**src/rtl/memory_stage.sv**
```systemverilog
// MEM stage of the 5-stage MIPS pipeline: lw/sw over a req/ack data-memory port, fills MEM_WB_*.
// Optional `MEM_TIMEOUT_EN aborts a WAIT after TIMEOUT_CYCLES cycles without dmem_ack.
module memory_stage #(
    parameter int unsigned TIMEOUT_CYCLES = 16
) (
    input  logic        clock,
    input  logic        reset_n,
    input  logic [31:0] EX_MEM_result,
    input  logic [31:0] EX_MEM_B,
    input  logic [4:0]  EX_MEM_dest,
    input  logic [5:0]  EX_MEM_op,
    input  logic        EX_MEM_valid,
    output logic        dmem_req,
    output logic        dmem_we,
    output logic [31:0] dmem_addr,
    output logic [31:0] dmem_wdata,
    input  logic [31:0] dmem_rdata,
    input  logic        dmem_ack,
    output logic [31:0] MEM_WB_result,
    output logic [4:0]  MEM_WB_dest,
    output logic [5:0]  MEM_WB_op,
    output logic        MEM_WB_valid,
    output logic        mem_stall_c,
    output logic        mem_error
);

    localparam logic [5:0] LP_OP_LW = 6'h23;
    localparam logic [5:0] LP_OP_SW = 6'h2B;

    localparam logic [0:0] S_IDLE = 1'b0;
    localparam logic [0:0] S_WAIT = 1'b1;

    if (TIMEOUT_CYCLES < 1 || TIMEOUT_CYCLES > 256) begin : g_bad_timeout
        $error("memory_stage: TIMEOUT_CYCLES must be within 1..256");
    end

    logic [0:0]  r_state;
    logic [31:0] r_addr;
    logic [31:0] r_wdata;
    logic        r_we;

    logic w_is_lw;
    logic w_is_sw;
    logic w_mem_op;
    logic w_aligned;
    logic w_in_wait;
    logic w_start;
    logic w_misaligned;
    logic w_done;
    logic w_abort;
    logic w_stall;

    assign w_is_lw      = (EX_MEM_op == LP_OP_LW);
    assign w_is_sw      = (EX_MEM_op == LP_OP_SW);
    assign w_mem_op     = w_is_lw | w_is_sw;
    assign w_aligned    = (EX_MEM_result[1:0] == 2'b00);
    assign w_in_wait    = (r_state == S_WAIT);
    assign w_start      = (r_state == S_IDLE) & w_mem_op & w_aligned;
    assign w_misaligned = (r_state == S_IDLE) & w_mem_op & ~w_aligned;

    // Gating by reset_n drops the request the instant reset asserts, even mid-WAIT.
    assign dmem_req   = reset_n & (w_start | w_in_wait);
    assign dmem_we    = w_in_wait ? r_we    : w_is_sw;
    assign dmem_addr  = w_in_wait ? r_addr  : EX_MEM_result;
    assign dmem_wdata = w_in_wait ? r_wdata : EX_MEM_B;

    assign w_done = dmem_req & dmem_ack;

`ifdef MEM_TIMEOUT_EN
    localparam logic [7:0] LP_CNT_LAST = 8'(TIMEOUT_CYCLES - 1);

    logic [7:0] r_cnt;

    assign w_abort = w_in_wait & ~dmem_ack & (r_cnt == LP_CNT_LAST);

    always_ff @(posedge clock or negedge reset_n) begin
        if (!reset_n) begin
            r_cnt <= '0;
        end else if (w_start & ~dmem_ack) begin
            r_cnt <= '0;
        end else if (w_in_wait & ~dmem_ack) begin
            r_cnt <= r_cnt + 8'd1;
        end
    end
`else
    assign w_abort = 1'b0;
`endif

    assign w_stall     = dmem_req & ~dmem_ack & ~w_abort;
    assign mem_stall_c = w_stall;

    always_ff @(posedge clock or negedge reset_n) begin
        if (!reset_n) begin
            r_state <= S_IDLE;
            r_addr  <= '0;
            r_wdata <= '0;
            r_we    <= 1'b0;
        end else begin
            case (r_state)
                S_IDLE: begin
                    if (w_start & ~dmem_ack) begin
                        r_state <= S_WAIT;
                        r_addr  <= EX_MEM_result;
                        r_wdata <= EX_MEM_B;
                        r_we    <= w_is_sw;
                    end
                end
                default: begin
                    if (dmem_ack | w_abort) begin
                        r_state <= S_IDLE;
                    end
                end
            endcase
        end
    end

    always_ff @(posedge clock or negedge reset_n) begin
        if (!reset_n) begin
            MEM_WB_result <= '0;
            MEM_WB_dest   <= '0;
            MEM_WB_op     <= '0;
            MEM_WB_valid  <= 1'b0;
        end else if (w_stall) begin
            MEM_WB_valid <= 1'b0;
        end else if (w_done) begin
            MEM_WB_dest <= EX_MEM_dest;
            MEM_WB_op   <= EX_MEM_op;
            if (dmem_we) begin
                MEM_WB_result <= '0;
                MEM_WB_valid  <= 1'b0;
            end else begin
                MEM_WB_result <= dmem_rdata;
                MEM_WB_valid  <= 1'b1;
            end
        end else if (w_misaligned | w_abort) begin
            MEM_WB_result <= EX_MEM_result;
            MEM_WB_dest   <= EX_MEM_dest;
            MEM_WB_op     <= EX_MEM_op;
            MEM_WB_valid  <= 1'b0;
        end else begin
            MEM_WB_result <= EX_MEM_result;
            MEM_WB_dest   <= EX_MEM_dest;
            MEM_WB_op     <= EX_MEM_op;
            MEM_WB_valid  <= EX_MEM_valid;
        end
    end

    always_ff @(posedge clock or negedge reset_n) begin
        if (!reset_n) begin
            mem_error <= 1'b0;
        end else if (w_misaligned | w_abort) begin
            mem_error <= 1'b1;
        end
    end

endmodule

```
**config.mk**
```make
export PLATFORM = sky130hd
export DESIGN_NAME = memory_stage
export DESIGN_NICKNAME = d
export VERILOG_FILES = /design/src/rtl/memory_stage.sv
export SDC_FILE = /design/constraint.sdc
export NUM_CORES = 1
export LEC_CHECK = 0
export ABC_AREA = 0
export BUFFER_PORTS_ARGS = -buffer_cell sky130_fd_sc_hd__buf_2
export CORE_UTILIZATION = 44
export CTS_BUF_LIST = sky130_fd_sc_hd__clkbuf_8
export DETAILED_ROUTE_END_ITERATION = 12
export PLACE_DENSITY = 0.86
export RECOVER_POWER = 50
export SLEW_MARGIN = 20
export SYNTH_ARGS = -nofsm -noshare
export SYNTH_HDL_FRONTEND = slang
export SYNTH_SLANG_ARGS = --single-unit
```
**constraint.sdc**
```tcl
create_clock -name clock -period 2.5 [get_ports clock]
set_input_delay 0.125 -clock clock [delete_from_list [all_inputs] [get_ports clock]]
set_output_delay 0.125 -clock clock [all_outputs]
set_load 0.01 [all_outputs]
```
== Word level (Yosys, flattened, before mapping) ==
Index checks and enable logic that the tools add are counted.

* Eq/ne operators: 2
* Mux-type cells: 12
* Bitwise operators: 12
* Reduce and logical (&&, ||, !) cells: 2

{| class="wikitable"
|+ Operators with widths
! operator !! number
|-
| 32-bit 2-to-1 mux || 4
|-
| 6-bit == test, second input constant || 2
|-
| 1-bit 2-to-1 mux || 8
|-
| 1-bit AND || 7
|-
| 1-bit NOT || 3
|-
| 2-bit zero test || 1
|-
| 1-bit OR || 2
|-
| 2-bit AND reduction || 1
|}

* Bits in registers: 111
* Output and inout port bits: 112
* Word-level logic and storage cells: 37

== Logic depth before layout (Yosys ltp) ==
* Depth in word-level cells: 9
* Depth in mapped cells: 7
* Depth with buffers taken out: 4

== Worst setup path after synthesis ==
No wires, ideal clock.

* Path kind: reg2reg
* Start: reg r_state
* End: reg r_addr[29]
* Setup time: 0.125 ns
* Arrival time: 1.912 ns
* Path slack: 0.463 ns
* Stages on the path, launching flop included: 7
* Path buffers: 3
* Path through: dfrtp_1 buf_2 or4_1 or3_1 buf_6 buf_6 mux2_4

* Word-level cells in the longest chain between the ends: 5

{| class="wikitable"
|+ RTL lines
! what !! line !! source
|-
| from (decl) || 37 || <nowiki>logic [0:0] r_state;</nowiki>
|-
| from (signal assigned) || 94 || <nowiki>r_state <= S_IDLE;</nowiki>
|-
| from (signal assigned) || 102 || <nowiki>r_state <= S_WAIT;</nowiki>
|-
| from (signal assigned) || 110 || <nowiki>r_state <= S_IDLE;</nowiki>
|-
| 1-bit NOT (*) || - ||
|-
| 1-bit AND (2 in series) || 58 || <nowiki>assign w_start = (r_state == S_IDLE) & w_mem_op & w_aligned;</nowiki>
|-
| 1-bit AND || 101 || <nowiki>if (w_start & ~dmem_ack) begin</nowiki>
|-
| 2-bit AND reduction (no line) (*) || - ||
|-
| to (signal assigned) || 103 || <nowiki>r_addr <= EX_MEM_result;</nowiki>
|-
| to (decl) || 38 || <nowiki>logic [31:0] r_addr;</nowiki>
|}

Mark *: on every way between the ends. The rest lies on a longest branch, timed or not.
A chain may end at the register's enable or synchronous reset.

== Worst setup path after layout ==
* Start: in EX_MEM_op[2]
* End: out dmem_req

* Word-level cells in the longest chain between the ends: 6
* Elaborated cells on any way between the ends: 7

{| class="wikitable"
|+ RTL lines
! what !! line !! source
|-
| from (decl) || 11 || <nowiki>input logic [5:0] EX_MEM_op,</nowiki>
|-
| 6-bit == test, on equally long branches || 53, 54 ||
|-
| 1-bit OR (*) || 55 || <nowiki>assign w_mem_op = w_is_lw | w_is_sw;</nowiki>
|-
| 1-bit AND (*) (2 in series) || 58 ||
|-
| 1-bit OR (*) || 62 || <nowiki>assign dmem_req = reset_n & (w_start | w_in_wait);</nowiki>
|-
| 1-bit AND (*) || 62 ||
|-
| to (decl) || 13 || <nowiki>output logic dmem_req,</nowiki>
|}

Marks and branches as above.

==> impl_metrics.env <==
export IMPL_outcome="completed"
export IMPL_postCtsSetupBuffers=0
export IMPL_synth_avg_cell_area_sq_um=12.48
export IMPL_hold_viol=0
export IMPL_synthArstFlopShare_pct=100.0
export IMPL_dieArea_sq_um=12730
export IMPL_pwr_share_clk_pct=29.9
export IMPL_finalClockSkew_ps=9.323
export IMPL_fin_crit_sh_pct=94.07
export IMPL_grt_pass1_vias=4448
export IMPL_synth_main_ff_cell="dfrtp_1"
export IMPL_vias=4295
export IMPL_cts_path_max_buffers=2
export IMPL_nets=799
export IMPL_maxCapViolCount=0
export IMPL_synth_top_cells_by_area="dfrtp_1 (51%), mux2_2 (21%), mux2_4 (10%)"
export IMPL_row_count=40
export IMPL_endpoint="dmem_req"
export IMPL_die_w_um=112.8
export IMPL_finalSetupTns_ps=0
export IMPL_cp_max_fo=67
export IMPL_vdd_drop_max_mv=0.2505
export IMPL_yosysMostFrequentCell="dfrtp_1"
export IMPL_path_depth=6
export IMPL_worstSetupPathType="in2out"
export IMPL_dieHeight_um=112.8
export IMPL_r2r_end="r_wdata[24]"
export IMPL_ant_nets=0
export IMPL_max_freq_mhz=425.2
export IMPL_cts_tree="done"
export IMPL_slew_viol_final=0
export IMPL_setup_viol_count_final=0
export IMPL_period_needed_ps=2352
export IMPL_wl_met3_um=794
export IMPL_dp_final_hpwl_um=9492
export IMPL_place_ws_ps=375.7
export IMPL_totalWireLength_um=13840
export IMPL_drt_iter0_drc=183
export IMPL_crit_path_top_delay_cell="dlygate4sd3_1"
export IMPL_synth_distinct_cells=24
export IMPL_track_usage_pct=22.23
export IMPL_cp_start_kind="primary input"
export IMPL_met1_length_um=5814
export IMPL_drive_above_1_share_pct=44.01
export IMPL_place_gp_congestion=0.8070
export IMPL_comb_power_share_pct=16.8
export IMPL_cp_arrival_ps=2230
export IMPL_synth_edf_count=0
export IMPL_ys_ff_latch=111
export IMPL_grt_max_degree=68
export IMPL_wl_met2_um=6930
export IMPL_path_delay_family="buffers and inverters"
export IMPL_cpPeakStageDelay_ps=550
export IMPL_slew_headroom_pct=51.51
export IMPL_yosysSeqAreaShare_pct=51.39
export IMPL_p_switching_mw=0.9530
export IMPL_power_density_nw_per_um2=519.1
export IMPL_root_buffer="clkbuf_8"
export IMPL_cp_startpoint="EX_MEM_op[2]"
export IMPL_design_area_sq_um=7162
export IMPL_area_growth_syn_to_layout_pct=32.50
export IMPL_clock_latency_ps=370
export IMPL_netlist_area_sq_um=5405
export IMPL_path_clk_slew_ps=90
export IMPL_overflow=0
export IMPL_seq_power_share_pct=53.4
export IMPL_timing_final_ws_setup_ps=148.2
export IMPL_io_pins=223
export IMPL_ff2ff_path_depth=4
export IMPL_htreeDepth=3
export IMPL_firstDrtPassIters=4
export IMPL_yosysTopAreaCell="dfrtp_1"
export IMPL_rr_startpoint="r_state"
export IMPL_cts_buffers=9
export IMPL_routed_top_layer="met4"
export IMPL_portBuffers=222
export IMPL_avgViaCountPerCell=5.107
export IMPL_rrSetupSlack_ps=390
export IMPL_power_leakage_nw=3.442
export IMPL_p_sw_share_pct=25.64
export IMPL_drc=0
export IMPL_cts_sinks=111
export IMPL_critPathRequiredTime_ps=2380
export IMPL_yosys_top_cells_count="dfrtp_1 (111), mux2_2 (99), a21oi_1 (65)"
export IMPL_power_internal_mw=2.764
export IMPL_fp_coreArea_sq_um=12010
export IMPL_place_area_sq_um=6660
export IMPL_path_cells="dlygate4sd3_1 -> clkbuf_1 -> or2_0 -> o31ai_4 -> buf_4 -> buf_2"
export IMPL_end_kind="output pin"
export IMPL_wire_per_inst_um=16.45
export IMPL_worstHoldPathType="in2reg"
export IMPL_grt_antenna_before_repair=1
export IMPL_tightest_slew_ps=727.4
export IMPL_syn_nets=544
export IMPL_rsz0062_at_grt="false"
export IMPL_grt_pass1_wl_um=21890
export IMPL_yosys_warnings=0
export IMPL_syn_inst=433
export IMPL_hp_start="EX_MEM_B[26]"
export IMPL_critPathBufInv=4
export IMPL_yosys_area_top_type_share_pct=51.39
export IMPL_start_util_pct=45.00
export IMPL_whs_ps=3.132
[layout make-up]
cell class / instances / area [sq um]
clock buffers: 11 / 151.4
flip-flops and latches: 111 / 2779
fillers: 994 / 4850
repair buffers: 274 / 1521
diodes: 1 / 2.502
well taps: 147 / 183.9
clock inverters: 5 / 57.56
multi-input cells: 292 / 2466
[worst min path at each step]
| stage | endpoint | cells past startpoint |
|---|---|---|
| 2_1_floorplan | MEM_WB_dest[0] | 0 |
| 3_3_place_gp | MEM_WB_op[0] | 1 |
| 3_5_place_dp | MEM_WB_op[1] | 1 |
| 4_1_cts | r_addr[19] | 2 |
| 5_1_grt | r_wdata[26] | 2 |
| 6_report | r_wdata[26] | 2 |
[routing by layer]
metal	up-vias	track usage, %
li1	2024	-
met1	2074	26.25
met2	171	39.67
met3	26	4.339
met4	0	9.156
met5	-	0
[cells by family (layout without fill, tap and decap cells)]
kind of cell | count (synthesis) | in the layout | synth area share [%]
AOI/OAI and AO/OA | 72 | 72 | 7.014
buffers and inverters | 30 | 290 | 2.917
DFF | 111 | 111 | 51.39
muxes | 135 | 135 | 30.63
other | 0 | 1 | 0
and+or+nand+nor | 85 | 85 | 8.056
[per-stage QoR]
stage          util (%)  std cells  total power [mW]
5_1_grt           59.62        841             3.892
6_report          59.62        841             3.717
3_3_place_gp      55.45        783             2.586
4_1_cts           60.60        840             3.776
3_5_place_dp      55.45        783             2.613
2_1_floorplan         -        433             2.311
[state kept, by name, indices dropped and copies added, names as in the netlist]
name / count
MEM_WB_dest: 5
MEM_WB_op: 6
MEM_WB_result: 32
MEM_WB_valid: 1
mem_error: 1
r_addr: 32
r_state: 1
r_wdata: 32
r_we: 1
[layout by cell type (no fill, tap or decap), drive strengths merged]
master / instances
clkinv: 1
a21oi: 65
o31ai: 1
or4: 1
or2: 2
nand2: 5
o311a: 1
mux2: 135
nand2b: 1
clkinvlp: 2
nand3: 1
dlygate4sd3: 41
dfrtp: 111
nand4bb: 1
nor2: 36
and2: 2
or3: 1
a22o: 3
nor4: 1
nand3b: 1
buf: 156
bufinv: 1
o21ai: 2
inv: 1
diode: 1
clkbuf: 88
nor2b: 33
[power groups by stage]
stage / combinational (mW) / sequential (mW) / clock [mW]
global placement: 0.579 / 2.01 / 0
CTS: 0.650 / 1.98 / 1.15
global route: 0.683 / 2.00 / 1.21
floorplan: 0.293 / 2.02 / 0
finish: 0.623 / 1.98 / 1.11
detailed placement: 0.601 / 2.01 / 0
[repair_timing]
action                                 in CTS  in global routing
endpoints found under the hold margin      96                  0
gates resized for setup                     0                  0
hold buffers                               41                  0
Power figures use the tool's default switching activity.
